===== config.mk =====
export PLATFORM = sky130hd
export DESIGN_NAME = aoi_sweep_pipe
export DESIGN_NICKNAME = d
export VERILOG_FILES = /design/src/rtl/aoi_defs.sv /design/src/rtl/aoi_core.sv /design/src/rtl/aoi_sweep_pipe.sv
export SDC_FILE = /design/constraint.sdc
export NUM_CORES = 1
export LEC_CHECK = 0
export ABC_AREA = 1
export CAP_MARGIN = 20
export CORE_MARGIN = 8
export CORE_UTILIZATION = 57
export DETAILED_ROUTE_END_ITERATION = 10
export PLACE_DENSITY = 0.84
export SLEW_MARGIN = 20
export SYNTH_ARGS = -nofsm -noshare
export SYNTH_HDL_FRONTEND = slang
export SYNTH_SLANG_ARGS = --single-unit

===== constraint.sdc =====
create_clock -name CLK -period 3.2 [get_ports CLK]
set_clock_uncertainty 0.1 [all_clocks]
set_input_delay 0.48 -clock CLK [delete_from_list [all_inputs] [get_ports CLK]]
set_output_delay 0.48 -clock CLK [all_outputs]
set_load 0.01 [all_outputs]

===== src/rtl/aoi_defs.sv =====
// Shared definitions for the AOI/OAI sweep pipeline: mode encodings, FSM states, size limit.
package aoi_defs;

   localparam logic MODE_AOI = 1'b0;
   localparam logic MODE_OAI = 1'b1;

   localparam int unsigned MAX_N = 16;

   typedef enum logic [1:0] {
      StIdle  = 2'd0,
      StSweep = 2'd1,
      StDrain = 2'd2,
      StDone  = 2'd3
   } state_e;

endpackage


===== src/rtl/aoi_core.sv =====
// Combinational GROUPS x GROUP_W evaluator: AOI gives ~|(&grp), OAI gives ~&(|grp).
module aoi_core
   import aoi_defs::*;
#(
   parameter int unsigned GROUPS  = 3,
   parameter int unsigned GROUP_W = 3,
   localparam int unsigned N      = GROUPS * GROUP_W
) (
   input  logic [N-1:0] IN,
   input  logic         MODE,
   output logic         Y
);

   logic [GROUPS-1:0] and_g;
   logic [GROUPS-1:0] or_g;

   for (genvar g = 0; g < GROUPS; g++) begin : gen_grp
      assign and_g[g] = &IN[g*GROUP_W +: GROUP_W];
      assign or_g[g]  = |IN[g*GROUP_W +: GROUP_W];
   end

   assign Y = (MODE == MODE_AOI) ? ~|and_g : ~&or_g;

endmodule


===== src/rtl/aoi_sweep_pipe.sv =====
// Two-stage valid-qualified AOI/OAI pipeline with an exhaustive sweep engine that counts
// how many input patterns drive Y=1.
module aoi_sweep_pipe
   import aoi_defs::*;
#(
   parameter int unsigned GROUPS  = 3,
   parameter int unsigned GROUP_W = 3,
   localparam int unsigned N      = GROUPS * GROUP_W
) (
   input  logic         CLK,
   input  logic         RST,
   input  logic         MODE,
   input  logic         IN_VALID,
   input  logic [N-1:0] IN,
   output logic         OUT_VALID,
   output logic         Y,
   input  logic         SWEEP_START,
   output logic         SWEEP_BUSY,
   output logic         SWEEP_DONE,
   output logic [N:0]   ONES_COUNT
);

   if (N > MAX_N) begin : gen_n_too_large
      $error("aoi_sweep_pipe: GROUPS*GROUP_W exceeds MAX_N");
   end

   localparam logic [N-1:0] CntMax = '1;

   state_e       state_q, state_d;
   logic [N-1:0] cnt_q;
   logic         sweep_mode_q;
   logic         drain_q;
   logic         s1_valid_q, s1_sweep_q, s1_mode_q;
   logic [N-1:0] s1_in_q;
   logic         out_valid_q, y_q;
   logic         s2_sweep_q, s2_y_q;
   logic [N:0]   ones_q;
   logic         core_y;
   logic         start_ok;

   assign start_ok = (state_q == StIdle) && SWEEP_START;

   aoi_core #(
      .GROUPS  (GROUPS),
      .GROUP_W (GROUP_W)
   ) u_core (
      .IN   (s1_in_q),
      .MODE (s1_mode_q),
      .Y    (core_y)
   );

   always_comb begin
      state_d = state_q;
      unique case (state_q)
         StIdle:  if (SWEEP_START) state_d = StSweep;
         StSweep: if (cnt_q == CntMax) state_d = StDrain;
         StDrain: if (drain_q) state_d = StDone;
         StDone:  state_d = StIdle;
         default: state_d = StIdle;
      endcase
   end

   always_ff @(posedge CLK) begin
      if (RST) begin
         state_q      <= StIdle;
         cnt_q        <= '0;
         sweep_mode_q <= 1'b0;
         drain_q      <= 1'b0;
         s1_valid_q   <= 1'b0;
         s1_sweep_q   <= 1'b0;
         s1_mode_q    <= 1'b0;
         s1_in_q      <= '0;
         out_valid_q  <= 1'b0;
         y_q          <= 1'b0;
         s2_sweep_q   <= 1'b0;
         s2_y_q       <= 1'b0;
         ones_q       <= '0;
      end else begin
         state_q <= state_d;

         // Stage 1: functional input in IDLE (a same-cycle start drops it), counter in SWEEP.
         if (state_q == StIdle) begin
            s1_valid_q <= IN_VALID & ~SWEEP_START;
            s1_sweep_q <= 1'b0;
            if (IN_VALID) begin
               s1_in_q   <= IN;
               s1_mode_q <= MODE;
            end
         end else if (state_q == StSweep) begin
            s1_valid_q <= 1'b1;
            s1_sweep_q <= 1'b1;
            s1_in_q    <= cnt_q;
            s1_mode_q  <= sweep_mode_q;
         end else begin
            s1_valid_q <= 1'b0;
            s1_sweep_q <= 1'b0;
         end

         // Stage 2: sweep results go to a private register so Y only moves with OUT_VALID.
         out_valid_q <= s1_valid_q & ~s1_sweep_q;
         s2_sweep_q  <= s1_valid_q & s1_sweep_q;
         s2_y_q      <= core_y;
         if (s1_valid_q && !s1_sweep_q) y_q <= core_y;

         if (start_ok) begin
            cnt_q        <= '0;
            ones_q       <= '0;
            sweep_mode_q <= MODE;
            drain_q      <= 1'b0;
         end else begin
            if ((state_q == StSweep) && (cnt_q != CntMax)) cnt_q <= cnt_q + 1'b1;
            if (s2_sweep_q) ones_q <= ones_q + {{N{1'b0}}, s2_y_q};
            drain_q <= (state_q == StDrain);
         end
      end
   end

   assign OUT_VALID  = out_valid_q;
   assign Y          = y_q;
   assign SWEEP_BUSY = (state_q != StIdle);
   assign SWEEP_DONE = (state_q == StDone);
   assign ONES_COUNT = ones_q;

endmodule

==> implementation parameters <==
Parameter                              Value

CTS
  Clock latency on the worst-skew pair ... 0.36 ns
  Clock sink count ... 39
  TritonCTS clock tree ... built
  Number of CTS-inserted buffers ... 5
  Number of H-tree branching levels ... 2
  Clock Pin Slew Worst Setup and Hold Paths ... approximately 0.13 ns
  CTS max path bufs ... 2
  Number of setup buffers added after CTS ... 0
  Count of instances resized after the clock tree is built ... 0
  Clock root buffer ... sky130_fd_sc_hd__clkbuf_4
  Number of hold-repair buffers added at the cts stage ... 0

Worst setup path
  Critical path peak fanout ... 18
  Start point of the critical path ... state_q[0]
  Critical path type ... reg -> out
  Data arrival time at the worst-slack endpoint ... about 2.0 ns
  Ordered cell list for the critical path ... inv_1 > ha_1 > inv_6 > clkdlybuf4s50_1
  Worst Setup Start Kind ... register
  Delay of the slowest cell on the worst path ... around 0.57 ns
  Register-to-Register Path Depth ... 6
  Worst-path cell with the longest stage delay ... sky130_fd_sc_hd__ha_1
  Endpoint type of the worst setup path ... primary output
  Data required time of the critical path ... 2.62 ns
  Critical register-to-register path startpoint ... state_q[0]

Min path
  Hold Startpoint ... s1_valid_q
  Worst Hold Depth ... 2
  Path class of the lowest-slack min-delay path ... reg -> reg

Route
  Wire length reported by the detailed router ... around 3.7 mm
  Post-DR wirelength/cell ... between 10 and 15 µm
  Avg Vias per Cell ... approximately 5
  Pre-antenna DRT Iters ... 4
  Drt initial violations ... 142
  DRC violation count after routing ... 0
  Post-route antenna net violation count ... 0
  Vias after detailed routing ... 1618

Place
  Placed Cells incl. Taps ... 314
  DPL Wire Length ... 2.81 mm
  Worst slack at placement ... 1.02 ns
  GP Congestion ... 0.860
  I/O Buffers ... 27

Logic synthesis
  Combinational family with the most area after synthesis ... simple AND/OR/NAND/NOR gates
  Leading cell types by total area after synthesis ... sky130_fd_sc_hd__dfxtp_1, sky130_fd_sc_hd__nand2_1, sky130_fd_sc_hd__o21ai_0
  Simple-gate share of the synthesized area ... 28.0%
  Sequential share of the synthesized area ... 42.7%
  Post-synthesis instance total ... 248
  Unique cell type count in the Yosys netlist ... 26
  Net count after synthesis ... 270
  Synthesized-area fraction occupied by adder cells ... about 5.5%
  Cell Area, Synth ... ~1800 µm²
  Compound-gate portion of the synthesized area ... 14.2%
  Share of the synthesized area in the top cell type ... a little over two fifths
  Flip-flop and latch count after synthesis ... 39
  Cell taking the most area after synthesis ... sky130_fd_sc_hd__dfxtp_1
  Xor/xnor share of the synthesized area ... 0.958%
  Portion of netlist area occupied by mux cells ... 0%
  Average footprint of a synthesized cell ... 7.38 µm²
  Yosys warns ... 0

Die
  Die height ... 72.7 µm
  Cell Rows ... 20
  Die footprint ... ~5300 µm²
  Total core area ... 3050 µm²
  Die extent in x ... 72.7 µm
  Effective utilization at floorplan ... 59.9%
  Number of top-level pins ... 28

Global routing
  Overall track demand over capacity in global routing ... 15.0%
  Maximum number of pins on one net before global-route repair ... 19
  Wire length of the first global-routing pass ... 6.29 mm
  Initial antenna violation count ... 0
  Sum of overflow across all layers after global routing ... 0
  Vias in the first global route ... between 1k and 1.5k

Timing
  Least-Margin Pin Slew ... approximately 0.63 ns
  Setup TNS after final layout ... 0 ns
  Final critical path time including I/O delays and setup ... around 2.6 ns
  RSZ-0062 raised after global routing ... false
  Number of pins exceeding their max-slew limit in the final report ... 0
  Final hold violation count ... 0
  Max-slew headroom at the worst pin ... 58.0%
  Ratio of final minimum period to clock period ... between 70% and 80%
  Fmax ... between 300 and 400 MHz
  Setup violators final ... 0
  Worst Setup Slack, final ... 0.646 ns

Status
  Run status ... completed

Finish
  Leading cell types in the layout, fill and taps excluded ... sky130_fd_sc_hd__nand2_1, sky130_fd_sc_hd__dfxtp_1, sky130_fd_sc_hd__nor2_1
  Share of post-route cells with drive strength above 1 ... 6.47%
  Number of diodes ... 0
  Number of nets at the end of the flow ... 299
  Sequential cell area ... 781 µm²
  Most common cell after layout, fill and taps aside ... sky130_fd_sc_hd__nand2_1
  Footprint of the multi-input gates ... around 890 µm²
  Number of standard cells in the layout, taps in and fillers out ... between 300 and 400
  Filler Cell Count ... 268
  Layout overhead on the synthesized area ... 20.2%

Power and ir drop
  Worst ir drop on vdd ... about 0.46 mV
  PD cells ... approximately 640 nW/µm²
  Leakage Power ... 0.876 nW

Flow run
  Max-cap violations ... 0
==> worst max-delay path, delay by kind of cell (launching register included) <==
family / cells / cell delay (ns)
DFF: 1 / 0.35
buffers and inverters: 3 / 0.70
adders and majority gates: 1 / 0.57
==> where the power goes <==
group	internal (mW)	leakage, nW	switching [mW]	total, mW
Combinational	0.160	0.513	0.275	0.435
Clock	0.164	0.0452	0.169	0.333
Sequential	0.573	0.318	0.0565	0.630
==> final cells by class <==
class / count / share of cell area, %
well taps: 44 / 2.50
multi-input cells: 174 / 40.5
repair buffers: 28 / 12.6
flip-flops and latches: 39 / 35.5
inverters: 29 / 5.18
clock inverters: 3 / 1.99
clock buffers: 5 / 1.71
==> synthesized netlist by cell type, drive strengths merged <==
cell,number
a31oi,6
o211ai,1
nand3,11
nand2,61
dfxtp,39
o21ai,22
nor2,30
nand3b,1
ha,8
a211oi,1
buf,6
nor3,7
or2,1
o22ai,1
xnor2,1
a21oi,17
nand4,5
inv,29
xor2,1
==> flip-flops by register name, summed over array words and instances (netlist names), 2 cells and up <==
signal and flops:
cnt_q 9, s1_in_q 9, ONES_COUNT 10, state_q 2
==> metal layers <==
| metal | vias up | share of wire (%) | global-route usage [%] |
|---|---|---|---|
| met2 | 30 | 45 | 23.5 |
| met4 | 0 | 1.4 | 6.67 |
| li1 | 866 | - | - |
| met1 | 716 | 48 | 17.9 |
| met3 | 6 | 5.8 | 5.49 |
| met5 | - | 0 | 0 |
==> worst paths after layout <==
kind | end | slack [ns]
max | SWEEP_BUSY | 0.65
min | s2_sweep_q | 0.34
max reg2reg | sweep_mode_q | 1.25
min reg2reg | s2_sweep_q | 0.34
==> logic make-up (layout without fill, tap and decap cells) <==
family | after synthesis | after routing
adders and majority gates | 8 | 8
DFF | 39 | 39
and+or+nand+nor | 116 | 116
AOI/OAI and AO/OA | 48 | 48
buffers and inverters | 35 | 65
xor gates and xnor gates | 2 | 2
==> through the flow <==
stage                     hold WS, ns  area, µm²  total power [mW]  utilization, %
final                           0.336       2200              1.40            72.0
after global routing            0.354       2200              1.48            72.0
after CTS                       0.340       2200              1.40            72.0
after detailed placement        0.324       2120              1.08            69.3
after global placement          0.320       2120              1.06            69.3
after floorplan                 0.310       1830             0.983               -
No activity file was read; power rests on OpenSTA's default activity.
